[src/rtl/bit_parity_mod_tracker_if.sv]
// bit_parity_mod_tracker_if: beat input and residue/status output bundle for the tracker
interface bit_parity_mod_tracker_if #(
    parameter int W = 1,
    parameter int M = 2,
    parameter int CNT_W = 16
);
    localparam int RW = ($clog2(M) < 1) ? 1 : $clog2(M);
    localparam int SO = M * M;
    logic             in_valid;
    logic [W-1:0]     in_data;
    logic             clear;
    logic [RW-1:0]    ones_res;
    logic [RW-1:0]    zeros_res;
    logic [M-1:0]     ones_onehot;
    logic [M-1:0]     zeros_onehot;
    logic [SO-1:0]    state_onehot;
    logic             match;
    logic             match_pulse;
    logic [CNT_W-1:0] beat_cnt;
    modport master (
        output in_valid, in_data, clear,
        input  ones_res, zeros_res, ones_onehot, zeros_onehot, state_onehot, match, match_pulse, beat_cnt
    );
    modport slave (
        input  in_valid, in_data, clear,
        output ones_res, zeros_res, ones_onehot, zeros_onehot, state_onehot, match, match_pulse, beat_cnt
    );
endinterface

[src/rtl/bit_parity_mod_tracker.sv]
// bit_parity_mod_tracker: running ones/zeros counts mod M with target match and saturating beat count
module bit_parity_mod_tracker #(
    parameter int W = 1,
    parameter int M = 2,
    parameter int ONES_TGT = 0,
    parameter int ZEROS_TGT = 0,
    parameter int CNT_W = 16
) (
    input logic clk,
    input logic reset,
    bit_parity_mod_tracker_if.slave bus
);
    localparam int RW = ($clog2(M) < 1) ? 1 : $clog2(M);
    localparam int SW = RW + 1;
    localparam int SO = M * M;
    if (W < 1 || M < 2 || ONES_TGT < 0 || ONES_TGT >= M || ZEROS_TGT < 0 || ZEROS_TGT >= M) begin : g_bad_params
        $error("bit_parity_mod_tracker: illegal W, M or target parameters");
    end
    logic [RW-1:0]    ones_q, zeros_q, ones_c, zeros_c, ones_n, zeros_n;
    logic [SW-1:0]    ones_s, zeros_s;
    logic [CNT_W-1:0] cnt_q;
    logic             pulse_q, match_c, match_n;
    int               p;
    // Each increment is pre-reduced below M, so the sum stays under 2M and one subtract suffices.
    always_comb begin
        p = 0;
        for (int i = 0; i < W; i++) p = p + int'(bus.in_data[i]);
        ones_c  = ({1'b0, ones_q} < SW'(M)) ? ones_q : '0;
        zeros_c = ({1'b0, zeros_q} < SW'(M)) ? zeros_q : '0;
        ones_s  = {1'b0, ones_c} + SW'(p % M);
        zeros_s = {1'b0, zeros_c} + SW'((W - p) % M);
        ones_n  = (ones_s >= SW'(M)) ? RW'(ones_s - SW'(M)) : RW'(ones_s);
        zeros_n = (zeros_s >= SW'(M)) ? RW'(zeros_s - SW'(M)) : RW'(zeros_s);
        match_c = ones_q == RW'(ONES_TGT) && zeros_q == RW'(ZEROS_TGT);
        match_n = ones_n == RW'(ONES_TGT) && zeros_n == RW'(ZEROS_TGT);
    end
    always_ff @(posedge clk) begin
        if (!reset) begin
            ones_q  <= '0;
            zeros_q <= '0;
            cnt_q   <= '0;
            pulse_q <= 1'b0;
        end else if (bus.clear) begin
            ones_q  <= '0;
            zeros_q <= '0;
            cnt_q   <= '0;
            pulse_q <= 1'b0;
        end else if (bus.in_valid) begin
            ones_q  <= ones_n;
            zeros_q <= zeros_n;
            cnt_q   <= (&cnt_q) ? cnt_q : cnt_q + 1'b1;
            pulse_q <= match_n && !match_c;
        end else begin
            pulse_q <= 1'b0;
        end
    end
    assign bus.ones_res     = ones_q;
    assign bus.zeros_res    = zeros_q;
    assign bus.ones_onehot  = M'(1) << ones_q;
    assign bus.zeros_onehot = M'(1) << zeros_q;
    assign bus.state_onehot = SO'(1) << (int'(ones_q) * M + int'(zeros_q));
    assign bus.match        = match_c;
    assign bus.match_pulse  = pulse_q;
    assign bus.beat_cnt     = cnt_q;
endmodule

[src/flat_wrapper.sv]
// flat-port wrapper written by rule: the top's interface ports become plain ports
module bit_parity_mod_tracker_flat 
#(
    parameter int W = 1,
    parameter int M = 2,
    parameter int ONES_TGT = 0,
    parameter int ZEROS_TGT = 0,
    parameter int CNT_W = 16
)
  (clk, reset, bus_in_valid, bus_in_data, bus_clear, bus_ones_res, bus_zeros_res, bus_ones_onehot, bus_zeros_onehot, bus_state_onehot, bus_match, bus_match_pulse, bus_beat_cnt);
  bit_parity_mod_tracker_if #(.W(W), .M(M), .CNT_W(CNT_W)) bus_i ();
  input logic clk;
  input logic reset;
  input wire logic [$bits(bus_i.in_valid)-1:0] bus_in_valid;
  input wire logic [$bits(bus_i.in_data)-1:0] bus_in_data;
  input wire logic [$bits(bus_i.clear)-1:0] bus_clear;
  output wire logic [$bits(bus_i.ones_res)-1:0] bus_ones_res;
  output wire logic [$bits(bus_i.zeros_res)-1:0] bus_zeros_res;
  output wire logic [$bits(bus_i.ones_onehot)-1:0] bus_ones_onehot;
  output wire logic [$bits(bus_i.zeros_onehot)-1:0] bus_zeros_onehot;
  output wire logic [$bits(bus_i.state_onehot)-1:0] bus_state_onehot;
  output wire logic [$bits(bus_i.match)-1:0] bus_match;
  output wire logic [$bits(bus_i.match_pulse)-1:0] bus_match_pulse;
  output wire logic [$bits(bus_i.beat_cnt)-1:0] bus_beat_cnt;
  assign bus_i.in_valid = bus_in_valid;
  assign bus_i.in_data = bus_in_data;
  assign bus_i.clear = bus_clear;
  assign bus_ones_res = bus_i.ones_res;
  assign bus_zeros_res = bus_i.zeros_res;
  assign bus_ones_onehot = bus_i.ones_onehot;
  assign bus_zeros_onehot = bus_i.zeros_onehot;
  assign bus_state_onehot = bus_i.state_onehot;
  assign bus_match = bus_i.match;
  assign bus_match_pulse = bus_i.match_pulse;
  assign bus_beat_cnt = bus_i.beat_cnt;
  bit_parity_mod_tracker #(.W(W), .M(M), .ONES_TGT(ONES_TGT), .ZEROS_TGT(ZEROS_TGT), .CNT_W(CNT_W)) u_core (.clk(clk), .reset(reset), .bus(bus_i));
endmodule
[config.mk]
export PLATFORM = sky130hd
export DESIGN_NAME = bit_parity_mod_tracker_flat
export DESIGN_NICKNAME = d
export VERILOG_FILES = /design/src/rtl/bit_parity_mod_tracker_if.sv /design/src/rtl/bit_parity_mod_tracker.sv /design/src/flat_wrapper.sv
export SDC_FILE = /design/constraint.sdc
export NUM_CORES = 1
export LEC_CHECK = 0
export CAP_MARGIN = 10
export CORE_MARGIN = 1
export CORE_UTILIZATION = 40
export DETAILED_ROUTE_END_ITERATION = 16
export PLACE_DENSITY = 0.71
export SLEW_MARGIN = 10
export SYNTH_ARGS = -nofsm -noshare
export SYNTH_HDL_FRONTEND = slang
export SYNTH_SLANG_ARGS = --single-unit
[constraint.sdc]
create_clock -name clk -period 1.49 [get_ports clk]
set_input_delay 0.298 -clock clk [delete_from_list [all_inputs] [get_ports clk]]
set_output_delay 0.298 -clock clk [all_outputs]
set_load 0.03 [all_outputs]
# ---- Word level (Yosys, flattened, before mapping)
# Cells that the tools add are included.
dict set report totals {
  elab_cells 34
  reg_bits 19
  output_inout_bits 28
  inputBits 5
}
dict set report classes {
  shifts 3
  muxes 2
  addsub 7
  order_cmp 2
  bitwise 8
  n_reduce_logical 8
}
# operator count
set op_table {}
lappend op_table {{1-bit by 32-bit << shifter with 4-bit output, first input constant} 1}
lappend op_table {{16-bit by 1-bit adder with 16-bit output, second input constant} 1}
lappend op_table {{16-bit AND reduction} 1}
lappend op_table {{1-bit inverter} 7}
lappend op_table {{2-bit greater-or-equal comparator, second input constant} 2}
lappend op_table {{1-bit by 1-bit << shifter with 2-bit output, first input constant} 2}
lappend op_table {{2-bit by 1-bit adder with 3-bit output} 1}
lappend op_table {{1-bit logical AND} 3}
lappend op_table {{3-bit OR reduction} 1}
lappend op_table {{1-bit by 1-bit adder with 2-bit output} 1}
lappend op_table {{1-bit by 2-bit adder with 2-bit output} 1}
lappend op_table {{1-bit 2-to-1 mux} 2}
lappend op_table {{2-bit AND reduction} 1}
lappend op_table {{2-bit OR reduction} 1}
lappend op_table {{1-bit subtractor, second input constant} 2}
lappend op_table {{1-bit by 1-bit subtractor with 2-bit output, first input constant} 1}
lappend op_table {{1-bit bitwise AND} 1}
lappend op_table {{1-bit logical NOT} 1}

# ---- Logic depth before layout (Yosys ltp)
dict set report logic_depth {
  word_depth 8
  mapped_depth 6
  mapped_depth_nobuf 5
}

# ---- Least setup slack after synthesis
# No wires, ideal clock.
dict set report synth_path {
  path_type {register to register}
  startpoint {register u_core.cnt_q[0], in the netlist u_core.bus.beat_cnt[0]}
  endpoint {register u_core.cnt_q[14], in the netlist u_core.bus.beat_cnt[14]}
  setup_ns 0.086
  setup_slack_ns -0.258
  required_time_ns 1.404
  n_path_buf 1
  stages_incl_launch_ff 7
  arrival_time_ns 1.662
  synth_period_minus_slack_ns 1.748
  path_cell_list {dfxtp_1 -> ha_1 -> and3_1 -> buf_2 -> nand3_2 -> o31a_1 -> a211oi_1}
}
dict set report synth_between {
  elab_chain_cells 3
  word_cells_on_any_way 4
  classes_between {add/sub: 1; bitwise: 1; reduce/logical: 2}
}
# element line_no
set synth_rtl {}
lappend synth_rtl {{start: declaration} bit_parity_mod_tracker.sv:21} ;# logic [CNT_W-1:0] cnt_q;
lappend synth_rtl {{start signal: assignment} bit_parity_mod_tracker.sv:51} ;# cnt_q <= (&cnt_q) ? cnt_q : cnt_q + 1'b1;
lappend synth_rtl {{parallel branches: the longest is 3 deep, another holds 16-bit by 1-bit adder with 16-bit output} --}
# Several ways; the timed one is not identified.
# A chain may end at the register's enable or synchronous reset.

# ---- Final worst setup path
dict set report layout_path {
  startpoint {register u_core.cnt_q[1], in the netlist u_core.bus.beat_cnt[1]}
  endpoint {register u_core.cnt_q[10], in the netlist u_core.bus.beat_cnt[10]}
}
# The elaborated chain is that of the path after synthesis.

==> metrics.cfg <==
[synthesis]
synth_seq_area_share=0.374
ys_async_sr_fraction=0
syn_avg_cell_area_um2=8.68
ys_warn_count=0
synth_enable_flop_cells=0
synthesis.area_um2=1020
yosys_most_used_dff=dfxtp_1
synth.distinct_cells=36
yosys.area_share.xor_xnor=0.0259
dominant_combinational_cell_family_by_area_after_synthesis=simple AND/OR/NAND/NOR gates
synthSimpleGateAreaFrac=0.302
muxShareOfSynthArea=0.0197
post_synth_inst_count=117
post_synth_fa_ha_maj_area_fraction=0.0123
synth_compound_area_frac=0.198
postSynthRegisterBits=19
mappedNetlistNets=123

[final_layout]
areaGrowthSynthToFinish_pct=78.1
layout.nets=189
n_antenna_cell=0
final_core_density=0.788
fin_cells=210
final_area_um2=1810
share_of_cells_above_drive_strength_1=0.505

[floorplan]
top_level_ports=33
initial_utilization=0.442
die_area_um2=2750
fp.dieH_um=52.4
die_width_um=52.4
core-area_um2=2300
core.rowCount=17

[worst_setup_path]
cp_slowest_stage_delay_ns=0.38
startpoint_class_of_the_critical_path=flop
worst-path-max-fanout=5
critical_path.endpoint_type=flop
required_ns=1.74
crit_chain=ha_4 -> buf_6 -> and3_4 -> nand3_4 -> buf_6 -> o21bai_1 -> o311a_1
timing.critical_path.arrival_ns=1.72
critPathSlowestCell=dfxtp_4
criticalPathCategory=reg -> reg
crit_path_frequent_cell=buf_6

[global_routing]
grt_pass1_wl_um=4590
maximum_number_of_pins_on_one_net_before_global_route_repair=12
number_of_global_route_vias_before_repair=1041
antenna_found_initial=0
gr-usage-all-layers=0.229
grt_overflow_total=0

[timing]
timing.final.hold_violations=0
final_period_minus_worst_setup_slack_ns=1.47
setup_slack_ns=0.0246
fin_worst_skew_ns=0.00549
rsz0062_at_grt=yes
slew_viol_final=0
timing.slew.headroom=0.733
setup_viol=0
worst_margin_slew_ns=0.399
fmax_mhz=682
layout_worst_path_cycle_share=0.983

[place]
detailed_place.area_um2=1560
cell_count_after_placement=195
place_worst_setup_slack_ns=-0.380
dp.final_hpwl_um=2160
gpl.final_weighted_congestion=0.813
buffer_ports.inserted=32

[clock_tree]
ctsHtreeMaxLevel=1
clk_path_buf_depth=2
clock_tree_from_tritoncts=yes
clk_pin_slew_ns=0.11
cts-root-buf=clkbuf_4
cts-buffers-inserted=3
cts.sink_count=19
clk_latency_ns=0.31

[routing]
via_count=1208
drt-total-wl_um=3150
drt_pre_antenna_iters=7
ant_nets=0
average_vias_per_placed_instance=5.75
drtIter0Drc=46
final_routed_drc_violation_total=0
detail_route.wl_per_cell_um=15.0

[flow_run]
max_cap_viol_count=0

[status]
run_status=completed

[power]
ir_drop_mv=0.561
totalPowerFinal_mw=0.898
power.density_cell_area_nw_per_um2=496
total_leakage_power_nw=0.747

[hold_path]
timing.hold.worst.class=reg -> reg

## per-stage QoR
step | hold WS, ns | setup TNS [ns]
after global routing | 0.499 | -0.204
after detailed placement | 0.467 | -4.03
final | 0.485 | 0
after global placement | 0.462 | -3.34
after floorplan | 0.412 | -0.0117
after CTS | 0.483 | -0.0985
## sequential cells by signal (all words and copies together), names as in the netlist
name,cells
u_core.bus.match_pulse,1
u_core.bus.zeros_res,1
u_core.bus.ones_res,1
u_core.bus.beat_cnt,16
## cells in the final DEF (no fill, tap or decap), types with 3 or more instances in the layout
cell,count
nor2b_1,3
clkbuf_2,3
buf_4,34
clkdlybuf4s50_1,3
dfxtp_2,4
a21oi_1,6
buf_6,6
nand2_1,7
o21ai_1,3
nand4_1,5
nor3_1,3
nor2_1,9
and4_4,3
dlygate4sd2_1,18
dfxtp_4,14
clkbuf_4,3
nand3_1,4
nor2_4,3
inv_1,5
o31ai_1,3
## per-layer routing
layer	up-vias	global-route usage	share of wire
met5	-	0	0
met4	0	0.127	0.025
met3	10	0.0261	0.045
met2	48	0.409	0.53
met1	582	0.260	0.40
li1	568	-	-
## cell usage after synthesis, types with 2 or more instances
| cell | n | area, um2 |
|---|---|---|
| o31ai_1 | 3 | 22.5 |
| o21ai_0 | 6 | 30.0 |
| nand3_2 | 2 | 20.0 |
| nor3_1 | 4 | 20.0 |
| a21oi_1 | 8 | 40.0 |
| nor4_1 | 2 | 12.5 |
| buf_4 | 4 | 30.0 |
| inv_1 | 5 | 18.8 |
| nand2_1 | 7 | 26.3 |
| xnor2_1 | 2 | 17.5 |
| nand4_2 | 2 | 25.0 |
| and4_4 | 2 | 22.5 |
| mux2i_1 | 2 | 20.0 |
| o41ai_2 | 2 | 32.5 |
| nor2b_1 | 3 | 18.8 |
| dfxtp_1 | 19 | 380 |
| or3_1 | 3 | 18.8 |
| o311ai_0 | 2 | 17.5 |
| nand4_1 | 5 | 31.3 |
| nand3_1 | 5 | 25.0 |
| nor2_1 | 12 | 45.0 |
| o41ai_1 | 2 | 17.5 |
| or4_1 | 2 | 15.0 |
## critical path: cells and delay by family (launching register included)
kind	cells	cell delay, ns
flip-flops	1	0.38
AO/OA/AOI/OAI	2	0.32
AND/OR/NAND/NOR	2	0.31
buffers and inverters	2	0.24
adder cells (fa/ha/maj)	1	0.15
## kinds of logic (layout without fill, tap and decap cells)
family	count (synthesis)	after routing
simple gates	52	52
mux	2	2
fa+ha+maj	1	1
compound gates	28	28
flops	19	19
buf+inv	12	77
xor+xnor	3	3
## power by group
part	leakage [nW]	total [mW]	internal [mW]	switching [mW]
registers	0.167	0.494	0.489	0.00580
clock network	0.0177	0.271	0.100	0.171
logic	0.563	0.132	0.0607	0.0716
## repair_timing
item / in CTS / in global routing
setup endpoints to repair: 37 / 24
buffers inserted: 2 / 9
gates resized for setup: 40 / 40
hold endpoints to repair: 0 / 0
hold buffers: 0 / 0
pin swaps: 3 / 22
## worst paths after layout
check | start | depth (start not counted) | slack, ns | to
max | u_core.bus.beat_cnt[1] | 7 | 0.02 | u_core.bus.beat_cnt[10]
min | u_core.bus.beat_cnt[14] | 1 | 0.48 | u_core.bus.beat_cnt[14]
max reg2reg | u_core.bus.beat_cnt[1] | 7 | 0.02 | u_core.bus.beat_cnt[10]
min reg2reg | u_core.bus.beat_cnt[14] | 1 | 0.48 | u_core.bus.beat_cnt[14]
## cell type report
class | count | area (um2)
Sequential cell | 19 | 438
Fill cell | 161 | 488
Timing Repair Buffer | 68 | 568
Clock buffer | 3 | 22.5
Inverter | 5 | 18.8
Multi-Input combinational cell | 86 | 722
Tap cell | 28 | 35.0
Clock inverter | 1 | 5.00
Note: power is estimated with default switching activity, not from simulation.
